==> config.mk <==
export PLATFORM = sky130hd
export DESIGN_NAME = ld_st_addr_unit
export DESIGN_NICKNAME = d
export VERILOG_FILES = /design/src/rtl/ld_st_addr_unit.sv
export SDC_FILE = /design/constraint.sdc
export NUM_CORES = 1
export LEC_CHECK = 0
export ABC_CLOCK_PERIOD_IN_PS = 3400
export BUFFER_PORTS_ARGS = -buffer_cell sky130_fd_sc_hd__buf_4
export CORE_AREA = 2 2 156 158
export CTS_BUF_LIST = sky130_fd_sc_hd__clkbuf_8
export DETAILED_ROUTE_END_ITERATION = 10
export DIE_AREA = 0 0 158 160
export PLACE_DENSITY = 0.5
export SLEW_MARGIN = 20
export SYNTH_ARGS = -nofsm -noshare
export SYNTH_HDL_FRONTEND = slang
export SYNTH_SLANG_ARGS = --single-unit
export TNS_END_PERCENT = 100
==> constraint.sdc <==
create_clock -name clk -period 3.4 [get_ports clk]
set_input_delay 0.51 -clock clk [delete_from_list [all_inputs] [get_ports clk]]
set_output_delay 0.51 -clock clk [all_outputs]
set_load 0.05 [all_outputs]
==> src/rtl/ld_st_addr_unit.sv <==
`default_nettype none
// ============================================================================
//  Module   : ld_st_addr_unit
//  Purpose  : Consumer end of the load/store ordering queue. Pops a
//             reservation-station tag and waits for that station's operands.
//             It then computes base + sext(imm), performs the memory access
//             and, for loads, broadcasts the result on the CDB. One operation
//             is in flight at a time, and they complete in queue order.
//  Ports    : clk, rst                       clock, async active-high reset
//             q_empty, q_tag, q_rd_en        tag FIFO interface
//             rs_sel, rs_busy, rs_is_store,
//             rs_base*, rs_imm, rs_sdata*    station operand lookup
//             mem_req/we/addr/wdata/ack/rdata memory port
//             cdb_req/grant/tag/data         common data bus
//             rs_release, tag_drop           station free / bogus-tag pulses
//  Revision : 1.0  initial release
// ============================================================================
module ld_st_addr_unit #(
    parameter int TAG_W  = 4,
    parameter int DATA_W = 32,
    parameter int IMM_W  = 16
) (
    input  logic              clk,
    input  logic              rst,
    input  logic              q_empty,
    input  logic [TAG_W-1:0]  q_tag,
    output logic              q_rd_en,
    output logic [TAG_W-1:0]  rs_sel,
    input  logic              rs_busy,
    input  logic              rs_is_store,
    input  logic              rs_base_valid,
    input  logic [DATA_W-1:0] rs_base,
    input  logic [IMM_W-1:0]  rs_imm,
    input  logic              rs_sdata_valid,
    input  logic [DATA_W-1:0] rs_sdata,
    output logic              mem_req,
    output logic              mem_we,
    output logic [DATA_W-1:0] mem_addr,
    output logic [DATA_W-1:0] mem_wdata,
    input  logic              mem_ack,
    input  logic [DATA_W-1:0] mem_rdata,
    output logic              cdb_req,
    input  logic              cdb_grant,
    output logic [TAG_W-1:0]  cdb_tag,
    output logic [DATA_W-1:0] cdb_data,
    output logic              rs_release,
    output logic              tag_drop
);

    typedef enum logic [2:0] {
        S_IDLE = 3'd0,
        S_POP  = 3'd1,
        S_WAIT = 3'd2,
        S_MEM  = 3'd3,
        S_CDB  = 3'd4
    } state_t;

    state_t            r_state;
    state_t            w_state_nxt;
    logic [TAG_W-1:0]  r_cur_tag;
    logic [DATA_W-1:0] r_addr;
    logic [DATA_W-1:0] r_wdata;
    logic [DATA_W-1:0] r_cdb_data;
    logic              r_we;
    logic              r_is_st;
    logic              w_ready;
    logic [DATA_W-1:0] w_imm_sext;
    logic [DATA_W-1:0] w_eff_addr;

    // Stores additionally need their data operand before issuing.
    assign w_ready    = rs_base_valid && (!rs_is_store || rs_sdata_valid);
    assign w_imm_sext = {{(DATA_W-IMM_W){rs_imm[IMM_W-1]}}, rs_imm};
    // Wraps silently on overflow.
    assign w_eff_addr = rs_base + w_imm_sext;

    // ------------------------------------------------------------------
    // Next-state and handshake outputs. Requests decode from state alone,
    // so an asynchronous reset removes them without waiting for a clock.
    // ------------------------------------------------------------------
    always_comb begin
        w_state_nxt = r_state;
        q_rd_en     = 1'b0;
        mem_req     = 1'b0;
        cdb_req     = 1'b0;
        rs_release  = 1'b0;
        tag_drop    = 1'b0;
        case (r_state)
            S_IDLE: begin
                if (!q_empty) begin
                    q_rd_en     = 1'b1;
                    w_state_nxt = S_POP;
                end
            end
            S_POP: begin
                w_state_nxt = S_WAIT;
            end
            S_WAIT: begin
                if (!rs_busy) begin
                    tag_drop    = 1'b1;
                    w_state_nxt = S_IDLE;
                end else if (w_ready) begin
                    w_state_nxt = S_MEM;
                end
            end
            S_MEM: begin
                mem_req = 1'b1;
                if (mem_ack) begin
                    if (r_is_st) begin
                        rs_release  = 1'b1;
                        w_state_nxt = S_IDLE;
                    end else begin
                        w_state_nxt = S_CDB;
                    end
                end
            end
            S_CDB: begin
                cdb_req = 1'b1;
                if (cdb_grant) begin
                    rs_release  = 1'b1;
                    w_state_nxt = S_IDLE;
                end
            end
            default: begin
                w_state_nxt = S_IDLE;
            end
        endcase
    end

    always_ff @(posedge clk or posedge rst) begin
        if (rst) begin
            r_state <= S_IDLE;
        end else begin
            r_state <= w_state_nxt;
        end
    end

    // Tag captured in POP: the FIFO head becomes valid one cycle after the pop.
    always_ff @(posedge clk or posedge rst) begin
        if (rst) begin
            r_cur_tag <= '0;
        end else if (r_state == S_POP) begin
            r_cur_tag <= q_tag;
        end
    end

    // The request fields are frozen on WAIT->MEM and stay stable for the whole
    // MEM phase, whatever the station outputs do afterwards.
    always_ff @(posedge clk or posedge rst) begin
        if (rst) begin
            r_addr  <= '0;
            r_wdata <= '0;
            r_we    <= 1'b0;
            r_is_st <= 1'b0;
        end else if (r_state == S_WAIT && rs_busy && w_ready) begin
            r_addr  <= w_eff_addr;
            r_wdata <= rs_sdata;
            r_we    <= rs_is_store;
            r_is_st <= rs_is_store;
        end
    end

    always_ff @(posedge clk or posedge rst) begin
        if (rst) begin
            r_cdb_data <= '0;
        end else if (r_state == S_MEM && mem_ack && !r_is_st) begin
            r_cdb_data <= mem_rdata;
        end
    end

    assign rs_sel    = r_cur_tag;
    assign cdb_tag   = r_cur_tag;
    assign mem_addr  = r_addr;
    assign mem_wdata = r_wdata;
    assign mem_we    = r_we;
    assign cdb_data  = r_cdb_data;

endmodule
`default_nettype wire

==> load_flow_metrics.sql <==
INSERT INTO impl_metrics (metric_group, metric, value, unit) VALUES
('synthesis', 'syn_area_per_cell', '9.74', 'um^2'),
('global_routing', 'gr-usage-all-layers', '12.9', '%'),
('synthesis', 'yosys_most_used_dff', 'sky130_fd_sc_hd__dfrtp_1', ''),
('global_routing', 'number_of_antenna_violations_at_the_first_check_in_global_routing', '0', ''),
('floorplanning', 'dieHeight', '160', 'um'),
('global_routing', 'grt_max_degree', '54', ''),
('synthesis', 'ys_ff_latch', '104', ''),
('global_routing', 'grt_pass1_vias', '4921', ''),
('timing', 'finalMaxSlewViolations', '0', ''),
('drt', 'vias', '5010', ''),
('timing', 'setup-violations-final', '0', ''),
('clock_tree', 'clkLatencyLatePin', '0.38', 'ns'),
('clock_tree', 'max-clock-path-buffers', '2', ''),
('clock_tree', 'tritoncts_num_sinks', '104', ''),
('finish', 'post_route_cells_drive_above_1_share', '38.4', '%'),
('finish', 'mostFrequentLayoutCells', 'sky130_fd_sc_hd__buf_4 (236), sky130_fd_sc_hd__nand2_1 (154), sky130_fd_sc_hd__dfrtp_1 (104)', ''),
('synthesis', 'synthDistinctLibCells', '70', ''),
('drt', 'drtPass1Iterations', '4', ''),
('finish', 'fillCellCount', '2543', ''),
('place', 'postPlaceCellArea', '7820', 'um^2'),
('floorplanning', 'initial_utilization', '24.4', '%'),
('critical_path', 'setup.worst_path.start_class', 'primary input', ''),
('drt', 'wirelength', '16500', 'um'),
('clock_tree', 'cts_tree', 'yes', ''),
('critical_path', 'cp-end-kind', 'flip-flop', ''),
('finish', 'final_design_area_no_fill', '8010', 'um^2'),
('clock_tree', 'clk_transition_reported_paths', '0.11', 'ns'),
('critical_path', 'rr_startpoint', 'r_state[1]', ''),
('timing', 'fmax', '0.380', 'GHz'),
('finish', 'layout.cells.most_common', 'sky130_fd_sc_hd__buf_4', ''),
('timing', 'timing.slew.headroom', '55.5', '%'),
('synthesis', 'synth_enable_flop_cells', '0', ''),
('clock_tree', 'cts_buffers', '9', ''),
('clock_tree', 'cts-root-buf', 'sky130_fd_sc_hd__clkbuf_8', ''),
('timing', 'rsz0062_at_grt', 'false', ''),
('run_status', 'status', 'finished clean', ''),
('synthesis', 'postSynth.asyncResetShare', '100', '%'),
('power_and_ir_drop', 'power.static_leakage', '3.97', 'nW'),
('critical_path', 'timing.critical_path.arrival', '2.88', 'ns'),
('synthesis', 'total_nets_after_synthesis', '754', ''),
('timing', 'timing.final.crit_share', '77.5', '%'),
('timing', 'clock-skew-final', '0.0125', 'ns'),
('drt', 'remaining_drc_errors', '0', ''),
('timing', 'worst-slew-pin-transition', '0.667', 'ns'),
('critical_path', 'setup.worst_path.start', 'rs_base[0]', ''),
('synthesis', 'synthesis.yosys.warnings', '0', ''),
('finish', 'final_util', '33.6', '%'),
('floorplanning', 'top_level_ports', '235', ''),
('worst_hold_path', 'min_path_type', 'primary input to asynchronous set/reset pin', ''),
('place', 'numPortBuffers', '234', ''),
('finish', 'antenna_cells_inserted', '0', ''),
('timing', 'finalSetupTns', '0', 'ns'),
('clock_tree', 'cts_htree_levels', '3', ''),
('power_and_ir_drop', 'max-vdd-ir-drop', '385', 'uV'),
('timing', 'period_minus_slack', '2.63', 'ns'),
('finish', 'number_of_nets_in_the_finished_design', '969', ''),
('synthesis', 'synth_area', '5820', 'um^2'),
('global_routing', 'grt_overflow', '0', ''),
('clock_tree', 'cts_hold_repair.buffers', '0', ''),
('power_and_ir_drop', 'power_density', '955', 'nW/um^2'),
('floorplanning', 'fp.coreArea', '23800', 'um^2'),
('floorplanning', 'die_area', '25300', 'um^2'),
('drt', 'drt.antenna.violating_nets', '0', ''),
('finish', 'syn2layout_area_growth', '37.7', '%'),
('place', 'gpl.final_weighted_congestion', '0.764', ''),
('floorplanning', 'floorplan.rows', '57', ''),
('drt', 'wl_per_cell', '14.5', 'um'),
('clock_tree', 'postCtsResizedCells', '0', ''),
('power_and_ir_drop', 'design_power_total', '7.65', 'mW'),
('place', 'post-dp-hpwl', '12800', 'um'),
('floorplanning', 'die_width', '158', 'um'),
('drt', 'drtIter0Drc', '167', ''),
('synthesis', 'syn_inst', '597', ''),
('global_routing', 'global_route_wire_length_before_repair', '26000', 'um'),
('flow_run', 'cap_viol_max_count', '0', ''),
('timing', 'finalHoldViolations', '0', ''),
('clock_tree', 'post_cts.repair.setup_buffers', '0', ''),
('critical_path', 'required', '3.64', 'ns'),
('critical_path', 'path_class', 'primary input to flip-flop', ''),
('critical_path', 'critical_path_peak_fanout', '5', ''),
('synthesis', 'yosysSeqAreaShare', '44.7', '%'),
('drt', 'post_dr_vias_cell', '4.39', '');
-- critical path, stage by stage --
cell and delay (ns):
sky130_fd_sc_hd__buf_4 0.11, sky130_fd_sc_hd__ha_1 0.22, sky130_fd_sc_hd__fa_1 0.41, sky130_fd_sc_hd__a21o_1 0.21, sky130_fd_sc_hd__a221o_1 0.44, sky130_fd_sc_hd__a22oi_2 0.24, sky130_fd_sc_hd__o22ai_2 0.14, sky130_fd_sc_hd__or2_1 0.27
sky130_fd_sc_hd__a311oi_1 0.23, sky130_fd_sc_hd__o31ai_1 0.11
-- per-stage QoR --
| step | cells | hold slack [ns] | setup WS, ns |
|---|---|---|---|
| after floorplan | 597 | 0.599 | 0.158 |
| after global placement | 1125 | 0.459 | 0.426 |
| after detailed placement | 1125 | 0.464 | 0.384 |
| after CTS | 1141 | 0.230 | 0.796 |
| after global routing | 1141 | 0.270 | 0.649 |
| final | 1141 | 0.236 | 0.766 |
-- final timing paths --
kind                                  to  slack (ns)  cells past startpoint
setup reg to reg            mem_addr[31]        1.26                      4
hold reg to reg            mem_wdata[25]        0.48                      2
min in group clk            mem_wdata[9]        0.31                      3
max in group asynchronous   mem_addr[21]        2.45                      3
hold / removal             mem_wdata[12]        0.24                      2
setup / recovery            mem_addr[30]        0.77                     10
-- cell families (layout without fill, tap and decap cells) --
| group | Yosys count | count (layout) | synth area share, % |
|---|---|---|---|
| AND/OR/NAND/NOR | 223 | 223 | 16.8 |
| AO/OA/AOI/OAI | 132 | 132 | 16.0 |
| flip-flops | 104 | 104 | 44.7 |
| buffers and inverters | 44 | 264 | 4.52 |
| multiplexers | 37 | 37 | 7.14 |
| adder cells (fa/ha/maj) | 32 | 32 | 7.01 |
| XOR/XNOR | 25 | 25 | 3.76 |
-- registers in the layout, indices dropped and copies added (netlist names) --
name	cells
r_state	3
r_is_st	1
cdb_tag	4
mem_wdata	32
mem_addr	32
cdb_data	32
-- synth_stat cells (all sizes together), types with 2 or more instances --
cell / n / area (um^2)
a211o: 4 / 35.0
a211oi: 6 / 55.1
a21boi: 2 / 15.0
a21o: 12 / 91.3
a21oi: 29 / 164
a221oi: 4 / 47.6
a311oi: 5 / 43.8
a31oi: 3 / 18.8
and3: 7 / 50.1
and4: 2 / 18.8
buf: 11 / 77.6
clkbuf: 23 / 148
dfrtp: 104 / 2600
ha: 31 / 388
inv: 10 / 37.5
mux2: 36 / 405
nand2: 155 / 584
nand2b: 3 / 18.8
nand3: 7 / 35.0
nand4: 6 / 37.5
nor2: 21 / 78.8
nor2b: 2 / 12.5
nor3: 6 / 41.3
nor3b: 3 / 22.5
nor4: 3 / 18.8
nor4b: 2 / 17.5
o211ai: 3 / 27.5
o21a: 3 / 22.5
o21ai: 37 / 189
o21bai: 2 / 15.0
o22ai: 3 / 25.0
o31a: 2 / 17.5
o31ai: 7 / 52.6
or3: 3 / 20.0
xnor2: 12 / 105
xor2: 13 / 114
-- area by class of cell --
| class | instances | area (um^2) | area share, % |
|---|---|---|---|
| inverter | 10 | 40.0 | 0.500 |
| clock inverter | 7 | 61.3 | 0.766 |
| tap | 324 | 405 | 5.06 |
| multi-input combinational | 449 | 2960 | 37.0 |
| timing repair buffer | 238 | 1810 | 22.6 |
| clock buffer | 9 | 124 | 1.55 |
| sequential | 104 | 2600 | 32.5 |
-- routing by layer --
metal | wire length [um] | vias up | global-route usage (%)
met5 | 0 | - | 0
li1 | - | 2530 | -
met2 | 7730 | 161 | 21.7
met4 | 233 | 0 | 3.60
met3 | 1070 | 13 | 2.52
met1 | 7480 | 2306 | 16.7
-- where the power goes --
group | leakage [nW] | switching [mW] | internal [mW]
registers | 1.28 | 0.376 | 1.85
clock network | 0.0945 | 0.480 | 0.284
logic | 2.60 | 3.22 | 1.45
total | 3.97 | 4.07 | 3.58
(Power assumes the default switching activity.)
